## src/rtl/mem_access_stage.sv

```systemverilog
// ----------------------------------------------------------------------------
// mem_access_stage
//
// Memory-access stage fed by the third instruction pipeline register. Loads
// and stores are carried out over a req/ack data-memory handshake while the
// upstream pipeline is stalled. Every other instruction is forwarded to
// write-back with one cycle of latency.
//
// Parameters
//   TIMEOUT_CYCLES  BUSY cycles without dmem_ack before a bus error (>= 2)
//
// Ports
//   clk, rst        rising-edge clock, asynchronous active-high reset
//   instr_in        instruction word from the execute stage
//   in_valid        instr_in/alu_result/store_data carry a live instruction
//   alu_result      effective address (load/store) or result to write back
//   store_data      rs2 value for stores
//   dmem_req/we/addr/be/wdata   data-memory request, held stable until ack
//   dmem_rdata/ack  read data and one-cycle completion pulse
//   stall_o         upstream must hold its registers and inputs
//   wb_valid/en/rd/data/instr   registered write-back payload
//   misalign_o      one-cycle pulse: misaligned access dropped
//   bus_err_o       one-cycle pulse: memory timeout
// ----------------------------------------------------------------------------
module mem_access_stage #(
    parameter int TIMEOUT_CYCLES = 16
) (
    input  logic        clk,
    input  logic        rst,
    input  logic [31:0] instr_in,
    input  logic        in_valid,
    input  logic [31:0] alu_result,
    input  logic [31:0] store_data,
    output logic        dmem_req,
    output logic        dmem_we,
    output logic [31:0] dmem_addr,
    output logic [3:0]  dmem_be,
    output logic [31:0] dmem_wdata,
    input  logic [31:0] dmem_rdata,
    input  logic        dmem_ack,
    output logic        stall_o,
    output logic        wb_valid,
    output logic        wb_en,
    output logic [4:0]  wb_rd,
    output logic [31:0] wb_data,
    output logic [31:0] wb_instr,
    output logic        misalign_o,
    output logic        bus_err_o
);

    localparam int CNT_W = $clog2(TIMEOUT_CYCLES);
    localparam logic [CNT_W-1:0] CNT_LAST = CNT_W'(TIMEOUT_CYCLES - 1);

    localparam logic [6:0] OPC_LOAD   = 7'b0000011;
    localparam logic [6:0] OPC_STORE  = 7'b0100011;
    localparam logic [6:0] OPC_OP     = 7'b0110011;
    localparam logic [6:0] OPC_OPIMM  = 7'b0010011;
    localparam logic [6:0] OPC_LUI    = 7'b0110111;
    localparam logic [6:0] OPC_AUIPC  = 7'b0010111;
    localparam logic [6:0] OPC_JAL    = 7'b1101111;
    localparam logic [6:0] OPC_JALR   = 7'b1100111;

    typedef enum logic {IDLE, BUSY} state_t;

    state_t state, next_state;

    // funct3[1:0]: 00 byte, 01 halfword, anything else behaves as a word.
    function automatic logic addr_aligned(input logic [2:0] f3, input logic [1:0] a);
        case (f3[1:0])
            2'b00:   return 1'b1;
            2'b01:   return ~a[0];
            default: return (a == 2'b00);
        endcase
    endfunction

    function automatic logic [3:0] byte_enables(input logic [2:0] f3, input logic [1:0] a,
                                                input logic we);
        if (!we) return 4'b1111;
        case (f3[1:0])
            2'b00:   return 4'b0001 << a;
            2'b01:   return 4'b0011 << a;
            default: return 4'b1111;
        endcase
    endfunction

    // Lanes are replicated so memory can pick whichever lane the enables select.
    function automatic logic [31:0] store_lanes(input logic [2:0] f3, input logic [31:0] sd);
        case (f3[1:0])
            2'b00:   return {4{sd[7:0]}};
            2'b01:   return {2{sd[15:0]}};
            default: return sd;
        endcase
    endfunction

    function automatic logic [31:0] load_extend(input logic [2:0] f3, input logic [1:0] a,
                                                input logic [31:0] rd);
        logic signed [7:0]  b;
        logic signed [15:0] h;
        b = rd[{a, 3'b000} +: 8];
        h = rd[{a[1], 4'b0000} +: 16];
        case (f3)
            3'b000:  return 32'(b);
            3'b100:  return {24'h0, b};
            3'b001:  return 32'(h);
            3'b101:  return {16'h0, h};
            default: return rd;
        endcase
    endfunction

    logic [6:0] opcode;
    logic [2:0] funct3;
    logic [4:0] rd;
    logic       is_load, is_store, is_mem, aligned, writes_rd;

    assign opcode    = instr_in[6:0];
    assign funct3    = instr_in[14:12];
    assign rd        = instr_in[11:7];
    assign is_load   = (opcode == OPC_LOAD);
    assign is_store  = (opcode == OPC_STORE);
    assign is_mem    = is_load | is_store;
    assign aligned   = addr_aligned(funct3, alu_result[1:0]);
    assign writes_rd = (opcode == OPC_LOAD)  | (opcode == OPC_OP)    |
                       (opcode == OPC_OPIMM) | (opcode == OPC_LUI)   |
                       (opcode == OPC_AUIPC) | (opcode == OPC_JAL)   |
                       (opcode == OPC_JALR);

    // Fields of the in-flight access, captured at request time.
    logic [2:0]       funct3_p1;
    logic [4:0]       rd_p1;
    logic [31:0]      instr_p1;
    logic [CNT_W-1:0] cnt_p1;

    logic issue, pass, drop, done, expire;

    always_ff @(posedge clk or posedge rst) begin
        if (rst) state <= IDLE;
        else     state <= next_state;
    end

    always_comb begin
        next_state = state;
        stall_o    = 1'b0;
        issue      = 1'b0;
        pass       = 1'b0;
        drop       = 1'b0;
        done       = 1'b0;
        expire     = 1'b0;
        case (state)
            IDLE: begin
                if (in_valid) begin
                    if (!is_mem) begin
                        pass = 1'b1;
                    end else if (aligned) begin
                        issue      = 1'b1;
                        stall_o    = 1'b1;
                        next_state = BUSY;
                    end else begin
                        drop = 1'b1;
                    end
                end
            end
            BUSY: begin
                // An ack on the last counted cycle takes priority over the timeout.
                if (dmem_ack) begin
                    done       = 1'b1;
                    next_state = IDLE;
                end else begin
                    stall_o = 1'b1;
                    if (cnt_p1 == CNT_LAST) begin
                        expire     = 1'b1;
                        next_state = IDLE;
                    end
                end
            end
            default: next_state = IDLE;
        endcase
    end

    // Stage boundary: request and write-back registers
    always_ff @(posedge clk or posedge rst) begin
        if (rst) begin
            dmem_req   <= 1'b0;
            dmem_we    <= 1'b0;
            dmem_addr  <= '0;
            dmem_be    <= '0;
            dmem_wdata <= '0;
            funct3_p1  <= '0;
            rd_p1      <= '0;
            instr_p1   <= '0;
            cnt_p1     <= '0;
            wb_valid   <= 1'b0;
            wb_en      <= 1'b0;
            wb_rd      <= '0;
            wb_data    <= '0;
            wb_instr   <= '0;
            misalign_o <= 1'b0;
            bus_err_o  <= 1'b0;
        end else begin
            wb_valid   <= 1'b0;
            wb_en      <= 1'b0;
            misalign_o <= 1'b0;
            bus_err_o  <= 1'b0;

            if (issue) begin
                dmem_req   <= 1'b1;
                dmem_we    <= is_store;
                dmem_addr  <= alu_result;
                dmem_be    <= byte_enables(funct3, alu_result[1:0], is_store);
                dmem_wdata <= store_lanes(funct3, store_data);
                funct3_p1  <= funct3;
                rd_p1      <= rd;
                instr_p1   <= instr_in;
                cnt_p1     <= '0;
            end else if (pass || drop) begin
                wb_valid   <= 1'b1;
                wb_en      <= pass & writes_rd & (rd != 5'd0);
                wb_rd      <= rd;
                wb_data    <= alu_result;
                wb_instr   <= instr_in;
                misalign_o <= drop;
            end else if (done) begin
                dmem_req <= 1'b0;
                cnt_p1   <= '0;
                wb_valid <= 1'b1;
                wb_rd    <= rd_p1;
                wb_instr <= instr_p1;
                if (dmem_we) begin
                    wb_data <= dmem_addr;
                end else begin
                    wb_en   <= (rd_p1 != 5'd0);
                    wb_data <= load_extend(funct3_p1, dmem_addr[1:0], dmem_rdata);
                end
            end else if (expire) begin
                dmem_req  <= 1'b0;
                cnt_p1    <= '0;
                bus_err_o <= 1'b1;
                wb_valid  <= 1'b1;
                wb_rd     <= rd_p1;
                wb_data   <= '0;
                wb_instr  <= instr_p1;
            end else if (state == BUSY) begin
                cnt_p1 <= cnt_p1 + 1'b1;
            end
        end
    end

endmodule

```

## config.mk

```make
export PLATFORM = sky130hd
export DESIGN_NAME = mem_access_stage
export DESIGN_NICKNAME = d
export VERILOG_FILES = /design/src/rtl/mem_access_stage.sv
export SDC_FILE = /design/constraint.sdc
export NUM_CORES = 1
export LEC_CHECK = 0
export CORE_AREA = 8 8 136 138
export CTS_BUF_LIST = sky130_fd_sc_hd__clkbuf_2
export DETAILED_ROUTE_END_ITERATION = 8
export DIE_AREA = 0 0 144 146
export PLACE_DENSITY = 0.94
export SLEW_MARGIN = 20
export SYNTH_ARGS = -nofsm -noshare
export SYNTH_HDL_FRONTEND = slang
export SYNTH_SLANG_ARGS = --single-unit
```

## constraint.sdc

```tcl
create_clock -name clk -period 9.08 [get_ports clk]
set_clock_uncertainty 0.05 [all_clocks]
set_input_delay 0.908 -clock clk [delete_from_list [all_inputs] [get_ports clk]]
set_output_delay 0.908 -clock clk [all_outputs]
set_load 0.02 [all_outputs]
```

==> impl_results.md <==
* Setup Buffers After CTS at 0
* Root Buffer: clkbuf_2
* Setup TNS at 0 ns
* Slew @ Worst Pin at roughly 1.0 ns
* Initial antenna violation count at 0
* Clk pin slew, worst setup/hold paths at 0.22 ns
* Type of the most critical hold path: reg2reg
* Number of cell rows at between 40 and 50
* Post-synthesis cell type count at 41
* Max-cap violations at 0
* Most used DFF post-synth: dfrtp_1
* Hold_buf cts at 0
* Endpoints failing hold at 0
* PD cells at approximately 160 nW/um^2
* Vias per cell at between 5 and 6
* Final slew viol count at 0
* Static Leakage at just over 5 nW
* Io pins at roughly 280
* Resize count post-CTS at 0
* Crit path capture type: primary output
* Worst endpoint data arrival time at around 3.3 ns
* Vias at between 8000 and 9000
* Clk sinks at ~180
* First drt pass iteration count at 9
* Number of buffers created by CTS at 17
* Crit share post-route at 47.11%
* WL final at ~29 mm
* Crit path max fanout at 5
* Synth Register Bits at ~180
* CTS max path bufs at 2
* Share of layout cells above drive strength 1 at under 10%
* Residual DRC at 2
* Port bufs at around 280
* Die height at about 150 um
* Register area share after synthesis at a little over half
* Commonest non-fill, non-tap cell in the layout: nand2_1
* DRT antenna net count at 0
* WS Path Type: in2out
* Chip Width at 144 um
* Relative slew slack at approximately 30%
* Largest net degree at the start of global routing at about 110
* Mean post-synth cell area at about 8.7 um^2
* Tot GR Track Use at 27.52%
* Die area at about 21000 um^2
* Syn Nets at ~1100
* Worst setup SP type: primary input
* Cells after synthesis at ~950
* DP HPWL at roughly 21 mm
* PnR worst setup slack at a little under 5 ns
* CTS tree: built
* Status: finished, violations left
* Violated checks: DRC
* Overflow after GRT at 0
* Clock insertion delay at the later pin of the skew report at 0.73 ns
* RSZ-0062 raised after global routing: false
* FMAX at between 0.2 and 0.25 GHz
* Peak VDD IR at 95.12 uV
* P&R area growth vs syn at 36.92%
* Fin util at slightly below 70%
* Antenna diode count at 0
* Vias in the first global route at a little over 8000
* Mapped cell area at around 8000 um^2
* Core Region at 16290 um^2
* Min Tclk post-route at roughly 4.3 ns
* Non-filler instance count after layout at roughly 1400
* Most frequent cells in the layout: nand2_1 (313), clkdlybuf4s50_1 (275), dfrtp_1 (175)
* EDFF count, synth at 0
* Placed insts at between 1000 and 1500
* First-pass GRT wire length at approximately 45 mm
* GP Congestion at just over 0.9
* Nets at 1313
* CTS HTree Levels at 4
* Detailed Route Iter0 Violations at 802
* Yosys Warn Count at 0
* Ys async rst share at 100.0%
* Setup violators final at 0
* Routed len/inst at 20.56 um
* Pre-CTS WS at approximately 4.3 ns
* Initial core utilization at roughly half
* Critical Path RT at about 8 ns
## flip-flops by register name (all words and copies together) (netlist names)
signal and flops:
dmem_addr 32, dmem_wdata 32, wb_data 32, wb_instr 28, instr_p1 26, cnt_p1 4, dmem_be 4, rd_p1 4
wb_rd 4, funct3_p1 2, bus_err_o 1, dmem_req 1, dmem_we 1, misalign_o 1, state 1, wb_en 1
wb_valid 1
## layer usage
layer | vias up | wire length, um | track usage [%]
met5 | - | 0 | 0
met4 | 0 | 1237 | 13.57
met3 | 89 | 3503 | 8.399
met2 | 547 | 13870 | 44.93
met1 | 3903 | 10420 | 32.07
li1 | 3674 | - | -
## final cells by class
type / count / area (um^2)
fillers: 1212 / 5027
flip-flops and latches: 175 / 4379
multi-input cells: 692 / 3488
repair buffers: 285 / 2848
well taps: 220 / 275.3
clock inverters: 13 / 141.4
clock buffers: 18 / 90.09
inverters: 9 / 40.04
## where the power goes
| group | switching, mW | leakage, nW | internal [mW] |
|---|---|---|---|
| Sequential | 0.0530 | 2.24 | 0.847 |
| Clock | 0.278 | 0.137 | 0.127 |
| Combinational | 0.253 | 2.82 | 0.220 |
## critical path, cell delays in order
cell             delay [ns]
clkdlybuf4s50_1        0.44
or4_1                  0.57
and4bb_2               0.44
a21oi_1                0.18
a21oi_1                0.15
clkdlybuf4s50_1        0.63
## synth_stat cells (3+ instances only)
library cell	n	area share, %
or4_1	4	0.37
a22o_1	4	0.43
buf_6	6	0.82
o21ai_0	55	3.3
a222oi_1	16	1.9
inv_1	8	0.37
buf_2	3	0.18
nor2_1	86	3.9
nor2b_1	5	0.38
or3_1	3	0.23
mux2i_1	29	3.5
and3_1	3	0.23
dfrtp_1	175	53
a31oi_1	34	2.6
a21o_1	20	1.8
nor3_1	4	0.24
a22oi_1	4	0.37
a221o_1	5	0.61
o22ai_1	6	0.46
nand3_1	10	0.61
nand2b_1	10	0.76
and2_1	6	0.46
buf_4	7	0.64
clkbuf_1	54	2.5
nand2_1	314	14
a21oi_1	56	3.4
## final timing paths
check	startpoint	end	slack, ns	depth (start not counted)
min in group asynchronous	rst	dmem_wdata[24]	0.68	2
worst max register to register	state	wb_instr[18]	5.64	7
max in group asynchronous	rst	dmem_addr[15]	6.87	3
worst max-delay path	instr_in[2]	stall_o	4.80	6
worst min register to register	dmem_be[0]	dmem_be[0]	0.45	2
worst min-delay path	dmem_be[0]	dmem_be[0]	0.45	2
## metrics by stage
step / area [um^2] / hold WS, ns / power, mW
detailed placement: 11000 / 0.4043 / 1.383
floorplan: 8225 / 0.3846 / 1.133
CTS: 11230 / 0.4518 / 1.790
finish: 11260 / 0.4503 / 1.779
global route: 11260 / 0.4833 / 1.862
global placement: 11000 / 0.3987 / 1.367
## cells by family (layout without fill, tap and decap cells)
logic type / Yosys count / count (layout) / share of synthesized area [%]
mux: 32 / 32 / 4.077
fa+ha+maj: 1 / 1 / 0.1521
compound gates: 210 / 210 / 15.97
buf+inv: 81 / 325 / 4.609
simple gates: 449 / 449 / 21.95
flops: 175 / 175 / 53.24
Note: power is estimated with default switching activity, not from simulation.
==> RTL edit: new RTL, same flow settings <==
`TIMEOUT_CYCLES`: 16 -> 32.
--- a/src/rtl/mem_access_stage.sv
+++ b/src/rtl/mem_access_stage.sv
@@ -23,7 +23,7 @@
 //   bus_err_o       one-cycle pulse: memory timeout
 // ----------------------------------------------------------------------------
 module mem_access_stage #(
-    parameter int TIMEOUT_CYCLES = 16
+    parameter int TIMEOUT_CYCLES = 32
 ) (
     input  logic        clk,
     input  logic        rst,
Formal check against the unedited RTL: same outputs for any inputs over 4 cycles, from zero or initial values and one cycle with rst high; that may be too few to reach the edited logic, so the function may still have changed.
==> RTL edit against the unedited design <==
Non-clock buffer count unchanged. Sequential cell count up 1. Critical path depth is the same. Via count fell by 15%. Clock power grew 23%. Sequential power is 0.6% higher. Synthesized area grew 3.6%. Worst setup slack improved by 0.19 ns. Total power rose by 3.6%. Largest power group unchanged. Sequential share of layout area shrank 1.0 points. Global-route usage shrank 1.6 points. Critical path type unchanged. Design area up 3.3%. Routed wire length down 6.5%.
==> RTL edit: results (changes against the unedited design) <==
| Metric | Value |
|---|---|
| Status | `finished clean` |
| Layout cells sized above 1 | `0.1205 (+0.07691)` |
| Vias after detailed routing | `7,016 (-15%)` |
| Count of unique library cells instantiated by Yosys | `54 (+32%)` |
| Syn Nets | `853 (-21%)` |
| Worst Hold Endpoint | `wb_instr[14]$_DFFE_PP0P_` |
| Adder-Cell Fraction of Synth Area | `0.002938 (+0.001417)` |
| Max rail drop VDD | `0.0001114 V (+17%)` |
| Worst Path Arrival | `3.13 ns (-0.19 ns)` |
| First-pass DRT Iterations | `5 (-4)` |
| R2R setup slack | `5.94 ns (+0.30 ns)` |
| RePlAce Congestion | `0.8651 (-6.0%)` |
| CP max FO | `13 (+8)` |
| Register area share after synthesis | `0.5170 (-0.01536)` |
| Largest cells by area after synthesis | `dfrtp_1 (52%), mux2_1 (8.1%), mux2_2 (6.6%)` |
| Hold depth | `1 (-1)` |
| DR iter-0 viols | `455 (-43%)` |
| Most common library cells after synthesis | `dfrtp_1 (176), nand2_1 (79), mux2_1 (61), mux2_2 (50), a22o_1 (32)` |
| Hold Slack | `0.4637 ns (+0.01337 ns)` |
| Clock Latency Late Sink | `0.78 ns (+0.05 ns)` |
| Hold Path Origin | `wb_instr[14]$_DFFE_PP0P_` |
| DP HPWL | `19,890 um (-5.6%)` |
| Mapped Cells | `719 (-24%)` |
| Largest net degree at the start of global routing | `107 (-0.93%)` |
| Vias in the first global route | `7,429 (-10%)` |
| Switching Fraction | `0.3120 (-0.01639)` |
| NumNets Final | `1,100 (-16%)` |
| Wire per inst | `22.61 um (+9.9%)` |
| Post-synthesis mux area share | `0.1767 (+0.1359)` |
| First-pass GRT wire length | `42,020 um (-6.7%)` |
| Initial antenna violation count | `2 (+2)` |
| Leak pwr | `5.362 nW (+3.1%)` |
| Post-Place Cells | `1,167 (-15%)` |
| Worst reg2reg endpoint | `instr_p1[20]$_DFFE_PP0N_` |
RTL edit: cell types whose count changed in the layout (fill, tap and decap cells not counted), moves of 26 or more:
cell,unedited run,this run
nand2_1,313,79
a21oi_1,56,13
nor2_1,84,15
o21ai_0,55,29
a31oi_1,34,1
a22o_1,4,32
mux2_2,2,50
mux2_1,0,61
RTL edit: area by class of cell:
cell class | count | area, um^2 | share of cell area
Clock inverter | 14 | 220.2 | 0.01892
Antenna cell | 2 | 5.005 | 0.0004301
Clock buffer | 18 | 90.09 | 0.007742
Inverter | 13 | 53.80 | 0.004624
Tap cell | 220 | 275.3 | 0.02366
Sequential cell | 176 | 4404 | 0.3785
Timing Repair Buffer | 285 | 2828 | 0.2430
Multi-Input combinational cell | 473 | 3760 | 0.3231
RTL edit: power groups by stage:
| stage | sequential, W | clock, W | combinational [W] |
|---|---|---|---|
| 2_1_floorplan | 0.000970 | 0 | 0.000149 |
| 3_3_place_gp | 0.000914 | 0 | 0.000429 |
| 3_5_place_dp | 0.000919 | 0 | 0.000438 |
| 4_1_cts | 0.000905 | 0.000509 | 0.000440 |
| 5_1_grt | 0.000915 | 0.000538 | 0.000466 |
| 6_report | 0.000905 | 0.000500 | 0.000437 |
RTL edit: worst max-delay path by stage:
stage                 startpoint                        to  cells after the start
CTS                 instr_in[12]                   stall_o                      6
finish              instr_in[12]                   stall_o                      6
global route        instr_in[12]                   stall_o                      6
detailed placement  instr_in[12]  instr_p1[23]$_DFFE_PP0N_                      7
floorplan                    rst       bus_err_o$_DFF_PP0_                      1
global placement    instr_in[12]  instr_p1[31]$_DFFE_PP0N_                      7
RTL edit: per-stage QoR:
stage                     power (W)  area [um^2]  utilization  setup slack [ns]
after floorplan            0.001119         8518            -             3.348
after global placement     0.001343        11320       0.6948             4.887
after detailed placement   0.001357        11320       0.6948             4.799
after CTS                  0.001854        11630       0.7139             4.996
after global routing       0.001919        11640       0.7143             4.898
final                      0.001842        11640       0.7143             4.995
RTL edit: per-layer routing:
metal | wire length, um | part of all wire | GRT usage
met1 | 10530 | 0.39 | 0.3039
met2 | 12950 | 0.48 | 0.4142
met3 | 2872 | 0.11 | 0.1053
met4 | 798 | 0.029 | 0.09890
met5 | 0 | 0 | 0
RTL edit: logic make-up after synthesis:
logic type,after synthesis
fa+ha+maj,2
compound gates,190
flops,176
mux,134
simple gates,147
buf+inv,70
RTL edit: critical path: stages:
cell             delay, ns
clkdlybuf4s50_1       0.92
nand2_1               0.29
nand2_1               0.25
nor2_4                0.06
a21o_1                0.15
clkdlybuf4s50_1       0.54
